--- config.mk ---
export PLATFORM = sky130hd
export DESIGN_NAME = mcp3201_emu
export DESIGN_NICKNAME = d
export VERILOG_FILES = /design/src/rtl/mcp3201_emu.sv
export SDC_FILE = /design/constraint.sdc
export NUM_CORES = 1
export LEC_CHECK = 0
export ABC_AREA = 1
export CORE_ASPECT_RATIO = 1.75
export CORE_MARGIN = 5
export CORE_UTILIZATION = 50
export DETAILED_ROUTE_END_ITERATION = 10
export PLACE_DENSITY = 0.72
export SLEW_MARGIN = 15
export SYNTH_ARGS = -nofsm -noshare
export SYNTH_HDL_FRONTEND = slang
export SYNTH_SLANG_ARGS = --single-unit
--- constraint.sdc ---
create_clock -name clock -period 2 [get_ports clock]
set_input_delay 0.4 -clock clock [delete_from_list [all_inputs] [get_ports clock]]
set_output_delay 0.4 -clock clock [all_outputs]
set_load 0.005 [all_outputs]
--- src/rtl/mcp3201_emu.sv ---
// mcp3201_emu: MCP3201 ADC emulator acting as SPI responder.
// SCLK and CS# are resynchronised into the system clock domain. Each CS# fall
// snapshots the staging register. Each SCLK fall then advances the frame
// counter and drives the next MCP3201 framing bit on every channel's MISO:
// two sample-period highs, a null bit, B11..B0, then B1..B11.
module mcp3201_emu #(
  parameter int CHANNELS    = 1,
  parameter int SYNC_STAGES = 2
) (
  input  logic                   clock,
  input  logic                   reset,
  input  logic                   spi_clk_i,
  input  logic                   spi_ssn_i,
  output logic [CHANNELS-1:0]    spi_miso_o,
  output logic                   spi_miso_oe_o,
  input  logic [CHANNELS*12-1:0] data_i,
  input  logic                   strb_i,
  output logic                   conv_o,
  output logic                   done_o,
  output logic                   short_o,
  output logic                   fsm_state_o
);

  localparam int         W        = CHANNELS * 12;
  localparam logic [4:0] CNT_MAX  = 5'd27;
  localparam logic [4:0] CNT_DONE = 5'd15;

  typedef enum logic {
    IDLE  = 1'b0,
    FRAME = 1'b1
  } state_t;

  state_t state;
  state_t state_nxt;

  // Input synchronisers. Bit SYNC_STAGES-1 is the synchronised level.
  logic [SYNC_STAGES-1:0] sclk_sync;
  logic [SYNC_STAGES-1:0] ssn_sync;
  logic                   sclk_dly;
  logic                   ssn_dly;
  logic                   sclk_s;
  logic                   ssn_s;
  logic                   sclk_fall;
  logic                   ssn_fall;
  logic                   ssn_rise;

  // Sample storage: staging is written by strb_i; snap is frozen for one frame.
  logic [W-1:0] staging;
  logic [W-1:0] snap;
  logic [W-1:0] snap_src;

  // Frame counter and registered outputs.
  logic [4:0]          fall_cnt;
  logic [4:0]          cnt_nxt;
  logic [4:0]          cnt_inc;
  logic [CHANNELS-1:0] miso_q;
  logic [CHANNELS-1:0] miso_nxt;
  logic                oe_q;
  logic                oe_nxt;
  logic                conv_nxt;
  logic                done_nxt;
  logic                short_nxt;
  logic                snap_load;

  // Bit driven on MISO once the frame counter has reached n.
  function automatic logic frame_bit(input logic [11:0] w, input logic [4:0] n);
    logic [3:0] idx;
    logic       b;
    idx = 4'd0;
    b   = 1'b0;
    if (n == 5'd1 || n == 5'd2) begin
      b = 1'b1;
    end else if (n >= 5'd4 && n <= 5'd15) begin
      idx = 4'(5'd15 - n);
      b   = w[idx];
    end else if (n >= 5'd16 && n <= 5'd26) begin
      idx = 4'(n - 5'd15);
      b   = w[idx];
    end
    return b;
  endfunction

  // Synchronise SCLK/CS#, with one extra delay stage for edge detection.
  // Reset presets every stage to the idle-high level.
  always_ff @(posedge clock) begin
    if (reset) begin
      sclk_sync <= '1;
      ssn_sync  <= '1;
      sclk_dly  <= 1'b1;
      ssn_dly   <= 1'b1;
    end else begin
      sclk_sync <= {sclk_sync[SYNC_STAGES-2:0], spi_clk_i};
      ssn_sync  <= {ssn_sync[SYNC_STAGES-2:0], spi_ssn_i};
      sclk_dly  <= sclk_sync[SYNC_STAGES-1];
      ssn_dly   <= ssn_sync[SYNC_STAGES-1];
    end
  end

  assign sclk_s    = sclk_sync[SYNC_STAGES-1];
  assign ssn_s     = ssn_sync[SYNC_STAGES-1];
  assign sclk_fall = sclk_dly & ~sclk_s;
  assign ssn_fall  = ssn_dly & ~ssn_s;
  assign ssn_rise  = ~ssn_dly & ssn_s;

  // Staging register follows strb_i regardless of the SPI state.
  always_ff @(posedge clock) begin
    if (reset) begin
      staging <= '0;
    end else if (strb_i) begin
      staging <= data_i;
    end
  end

  // A strobe in the same cycle as the CS# fall bypasses staging.
  assign snap_src = strb_i ? data_i : staging;

  // The counter saturates at 27 so long frames keep shifting zeros.
  assign cnt_inc = (fall_cnt >= CNT_MAX) ? CNT_MAX : fall_cnt + 5'd1;

  // FSM state register.
  always_ff @(posedge clock) begin
    if (reset) begin
      state <= IDLE;
    end else begin
      state <= state_nxt;
    end
  end

  // FSM next state: CS# fall opens a frame and CS# rise closes it.
  always_comb begin
    state_nxt = state;
    case (state)
      IDLE:    if (ssn_fall) state_nxt = FRAME;
      FRAME:   if (ssn_rise) state_nxt = IDLE;
      default: state_nxt = IDLE;
    endcase
  end

  // FSM outputs: next values for the counter, MISO, OE and the status pulses.
  // In FRAME, a CS# rise takes priority over an SCLK fall in the same cycle.
  always_comb begin
    cnt_nxt   = fall_cnt;
    miso_nxt  = miso_q;
    oe_nxt    = oe_q;
    conv_nxt  = 1'b0;
    done_nxt  = 1'b0;
    short_nxt = 1'b0;
    snap_load = 1'b0;
    case (state)
      IDLE: begin
        oe_nxt   = 1'b0;
        miso_nxt = '1;
        if (ssn_fall) begin
          snap_load = 1'b1;
          cnt_nxt   = 5'd0;
          conv_nxt  = 1'b1;
          oe_nxt    = 1'b1;
        end
      end
      FRAME: begin
        if (ssn_rise) begin
          oe_nxt   = 1'b0;
          miso_nxt = '1;
          if (fall_cnt >= CNT_DONE) begin
            done_nxt = 1'b1;
          end else begin
            short_nxt = 1'b1;
          end
        end else if (sclk_fall) begin
          cnt_nxt = cnt_inc;
          for (int i = 0; i < CHANNELS; i++) begin
            miso_nxt[i] = frame_bit(snap[i*12 +: 12], cnt_inc);
          end
        end
      end
      default: begin
        oe_nxt   = 1'b0;
        miso_nxt = '1;
      end
    endcase
  end

  // Datapath and output registers.
  always_ff @(posedge clock) begin
    if (reset) begin
      fall_cnt <= 5'd0;
      snap     <= '0;
      miso_q   <= '1;
      oe_q     <= 1'b0;
      conv_o   <= 1'b0;
      done_o   <= 1'b0;
      short_o  <= 1'b0;
    end else begin
      fall_cnt <= cnt_nxt;
      if (snap_load) begin
        snap <= snap_src;
      end
      miso_q   <= miso_nxt;
      oe_q     <= oe_nxt;
      conv_o   <= conv_nxt;
      done_o   <= done_nxt;
      short_o  <= short_nxt;
    end
  end

  assign spi_miso_o    = miso_q;
  assign spi_miso_oe_o = oe_q;
  assign fsm_state_o   = (state == FRAME);

endmodule

# Word-level counts from Yosys, hierarchy flattened
# Index checks and enable logic that the tools add are counted.
[totals]
register_bits = 41
latch_bits = 0
ramBits = 0
romBits = 0
in_bits = 17
elab_cells = 68
n_memories = 0
[op_classes]
n_addsub = 3
multipliers = 0
div = 0
order_cmp = 8
n_eq_ne = 7
shift = 0
n_mux = 24
bitwise_logic = 8
reduce_logical = 5
[op_table]
columns = ["op", "n"]
rows = [
  ["$mux W5", 4],
  ["$mux W1", 13],
  ["$mux W12", 1],
  ["$ge A5 B5 Y1 const B", 2],
  ["$lt A4 B5 Y1 const B", 2],
  ["$pmux W5 S2", 1],
  ["$bmux W1 S4", 2],
  ["$pmux W1 S2", 3],
  ["$add A5 B1 Y5 const B", 1],
  ["$eq A5 B1 Y1 const B", 1],
  ["$eq A5 B2 Y1 const B", 1],
  ["$ge A5 B3 Y1 const B", 1],
  ["$ge A5 B4 Y1 const B", 1],
  ["$le A5 B4 Y1 const B", 1],
  ["$le A5 B5 Y1 const B", 1],
  ["$not A1 Y1", 5],
  ["$ne A2 B1 Y1 const B", 2],
  ["$ne A2 B2 Y1 const B", 2],
  ["$sub A4 B4 Y4 const A", 1],
  ["$sub A4 B4 Y4 const B", 1],
  ["$and A1 B1 Y1", 3],
  ["$ne A3 B1 Y1 const B", 1],
  ["$reduce_and A3 Y1", 1],
  ["$reduce_or A3 Y1", 1],
  ["other kinds (2)", 3],
]

# Longest topological paths before layout
[logic_depth]
ltp_word = 11
mapped_depth = 16

# Worst setup path before layout
# No wires, ideal clock.
[synth_timing]
path_kind = "flip-flop to flip-flop"
start = "register fall_cnt[0]"
end = "register miso_q, in the netlist spi_miso_o"
setup_ns = 0.116
t_arrival_ns = 1.529
required_ns = 1.884
setup_slack_ns = 0.355
stages_incl_launch_ff = 16
path_buffers = 2
period_less_slack_ns = 1.645
path_cell_list = "dfxtp_1 ha_1 nor2_2 nand2_1 nand2_2 buf_6 buf_12 o211ai_1 nand2_1 nand3_1 nand2_1 nand2_1 nand2_1 nand2_1 nand2_1 nand2_1"
[synth_between]
elab_chain_len = 11
elab_cells_between_ends = 24
[synth_rtl]
columns = ["item", "line", "source"]
rows = [
  ["from (decl)", "53", "logic [4:0] fall_cnt;"],
  ["from (signal assigned)", "194", "fall_cnt <= cnt_nxt;"],
  ["$add A5 B1 Y5 or $ge A5 B5 Y1 (tied branches)", "118", "assign cnt_inc = (fall_cnt >= CNT_MAX) ? CNT_MAX : fall_cnt + 5'd1;"],
  ["$mux W5 (*)", "118", ""],
  ["$sub A4 B4 Y4", "77", "idx = 4'(n - 5'd15);"],
  ["$bmux W1 S4", "78", "b = w[idx];"],
  ["$mux W1 (implied by the code)", "78", ""],
  ["$mux W1", "76", "end else if (n >= 5'd16 && n <= 5'd26) begin"],
  ["$mux W1", "73", "end else if (n >= 5'd4 && n <= 5'd15) begin"],
  ["$mux W1 (*)", "71", "if (n == 5'd1 || n == 5'd2) begin"],
  ["$mux W1 (*)", "169", "end else if (sclk_fall) begin"],
  ["$mux W1 (*)", "161", "if (ssn_rise) begin"],
  ["$pmux W1 S2 (*)", "149", "case (state)"],
  ["to (signal assigned)", "198", "miso_q <= miso_nxt;"],
  ["to (decl)", "56", "logic [CHANNELS-1:0] miso_q;"],
]
# Every way passes the cells marked *; elsewhere a longest branch is shown, timed or not. The select of a mux whose other input is x is not followed.
# A chain may end at the register's enable or synchronous reset.

# Worst setup path after layout
# Same ends and word-level chain as after synthesis.

==> results_dict.tcl <==
set metrics [dict create \
    outcome "finished, final reports clean" \
    setup_tns_ps 0 \
    path_cells "ha_2 > nand2_1 > inv_1 > nor2_2 > nand2_1 > clkinv_2 > nand2_1 > nand2_1 > nand3_1 > nand2_1 > nand2_1 > nand2_1 > nand2_1 > nand2_1 > nand2_1" \
    end_kind "flip-flop" \
    synth-adder-area-share 0.0125 \
    io_pins 23 \
    avgRoutedWirePerCell_um 12.2 \
    top_layer "met4" \
    final_cell_count_no_fill 353 \
    max_stage_delay_ps 340 \
    first_pass_iters 4 \
    area_growth_pct 22.6 \
    crit_top_cell "nand2_1" \
    p_per_area_nw_per_um2 739 \
    synth_cell_type_count 27 \
    cts_max_level 2 \
    post-place-cells 343 \
    clk_latency_ps 290 \
    drive_above_1_share 0.148 \
    track_usage 0.172 \
    tightest_slew_ps 452 \
    vias_per_cell 5.13 \
    rows 30 \
    finalNetCount 323 \
    synth_top_family_by_area "simple AND/OR/NAND/NOR gates" \
    clock-sinks 41 \
    period_share 0.887 \
    yosys-top-cells-area "dfxtp_1, nand2_1, mux2i_1" \
    fin_area_um2 2450 \
    syn_inst 277 \
    critical_path_arrival_ps 1970 \
    setup_viol 0 \
    die-area_um2 5420 \
    io_buffer_count 22 \
    hold_buffers 0 \
    cts_tree "yes" \
    synth_top_area_share 0.410 \
    synth_mux_area_frac 0.0600 \
    p_clk_frac 0.439 \
    cts_made_buffers 5 \
    clk_path_buf_depth 2 \
    fin_skew_ps 3.75 \
    path_buf_inv 2 \
    slowest_stage "dfxtp_1" \
    internal-power_w 0.00143 \
    yosysTopAreaCell "dfxtp_1" \
    p_sw_w 0.000386 \
    hpwl_mm 3.28 \
    p_seq_frac 0.474 \
    post_dp_cell_area_um2 2270 \
    ys_ff_latch 41 \
    drt_wl_total_mm 4.29 \
    start_util 0.517 \
    layout_common_cells "nand2_1, dfxtp_1, nor2_1" \
    synth_nets 296 \
    p_sw_frac 0.213 \
    syn_area_um2 2000 \
    grt_pass1_vias 1789 \
    n_antenna_cell 0 \
    yosys.area_share.simple 0.336 \
    first_iter_violations 45 \
    grt_max_degree 22 \
    pwr-share-comb 0.086 \
    antenna_found_initial 0 \
    grt_pass1_wl_mm 7.25 \
    p_leak_nw 1.12 \
    max_freq_mhz 563 \
    drc 0 \
    fin_crit_ps 1770 \
    hold_class "flip-flop to flip-flop" \
    route.met2.wl_mm 2.38 \
    drv_cap 0 \
    die_height_um 93.7 \
    met3WireLength_um 141 \
    cp.required_ps 2200 \
    cts_root_buf "clkbuf_8" \
    final_antenna_net_count 0 \
    critPathLaunchType "flip-flop" \
    hold_viol_final 0 \
    rsz0062_at_grt "no" \
    overflow 0 \
    peakVddDrop_uv 1110 \
    synth_xor_area_frac 0 \
    core_um2 3870 \
    slew_headroom 0.697 \
    ys_seq_area_frac 0.410 \
    vias 1810 \
    path_class "flip-flop to flip-flop" \
    critPathTopFamily "simple AND/OR/NAND/NOR gates" \
    clk_pin_slew_ps 80 \
    chipWidth_um 57.8 \
    wl_met1_mm 1.61 \
    mostFrequentLayoutCell "nand2_1" \
    place.gp.congestion 0.911 \
    yosys_warnings 0 \
    synth_compound_area_frac 0.0863 \
    slew_viol_final 0 \
    avgSynthCellArea_um2 7.22 \
    cp_max_fo 6 \
]
[routing by layer]
| layer | up-vias | global-route usage |
|---|---|---|
| met4 | 0 | 0.108 |
| met5 | - | 0 |
| met2 | 33 | 0.326 |
| li1 | 936 | - |
| met1 | 827 | 0.156 |
| met3 | 14 | 0.0385 |
[cell families after synthesis]
family / count (synthesis)
simple gates: 151
flops: 41
buf+inv: 40
compound gates: 31
mux: 12
fa+ha+maj: 2
[worst paths after layout]
kind	start	endpoint	slack [ps]	depth (start not counted)
setup reg to reg	fall_cnt[0]	spi_miso_o	230	15
hold reg to reg	ssn_sync[0]	ssn_sync[1]	410	1
setup / recovery	fall_cnt[0]	spi_miso_o	230	15
hold / removal	ssn_sync[0]	ssn_sync[1]	410	1
[registers in the layout, indices dropped and copies added, names as in the netlist]
signal,flops
sclk_dly,1
snap,12
fall_cnt,5
spi_miso_oe_o,1
staging,12
fsm_state_o,1
ssn_sync,2
spi_miso_o,1
done_o,1
short_o,1
sclk_sync,2
conv_o,1
ssn_dly,1
[cell usage after synthesis]
cell,number
a21oi_1,20
a21oi_2,1
a31oi_1,2
buf_12,1
buf_2,2
buf_4,1
buf_6,2
clkbuf_1,6
clkinv_1,2
clkinv_2,1
dfxtp_1,41
ha_1,2
inv_1,25
mux2i_1,12
nand2_1,84
nand2_2,3
nand3_1,17
nand3_2,9
nand4_1,3
nor2_1,29
nor2_2,1
nor3_1,1
o211ai_1,2
o21a_1,1
o21ai_0,4
o21ai_2,1
or2_2,4
[power groups by stage]
stage / clock [W] / sequential (W) / combinational, W
2_1_floorplan: 0 / 0.000878 / 0.0000950
3_3_place_gp: 0 / 0.000879 / 0.000154
3_5_place_dp: 0 / 0.000881 / 0.000157
4_1_cts: 0.000810 / 0.000861 / 0.000158
5_1_grt: 0.000845 / 0.000863 / 0.000178
6_report: 0.000796 / 0.000860 / 0.000156
[timing repair]
item | CTS | global route
setup endpoints to repair | 0 | 1
buffers inserted | 0 | 2
gates resized for setup | 0 | 10
[layout make-up]
cell class,instances,area [um^2]
clock buffer,5,68.8
clock inverter,3,68.8
fill,352,1410
inverter,28,106
multi-input combinational,196,1020
sequential,41,825
tap,48,60.1
timing repair buffer,32,308
[stage by stage]
stage          utilization  hold slack [ps]  setup WS [ps]  power [W]
2_1_floorplan            -              389            355   0.000973
3_3_place_gp         0.587              390            160    0.00103
3_5_place_dp         0.587              398            104    0.00104
4_1_cts              0.623              418           47.2    0.00183
5_1_grt              0.634              427           6.41    0.00189
6_report             0.634              415            225    0.00181
[worst register-to-register path, cell delays in order, from the launching register on]
cell and delay (ps):
dfxtp_1 340, ha_2 210, nand2_1 90, inv_1 50, nor2_2 120, nand2_1 130, clkinv_2 120, nand2_1 80
nand2_1 90, nand3_1 110, nand2_1 70, nand2_1 40, nand2_1 60, nand2_1 50, nand2_1 50, nand2_1 40
No activity file was read; power rests on OpenSTA's default activity.
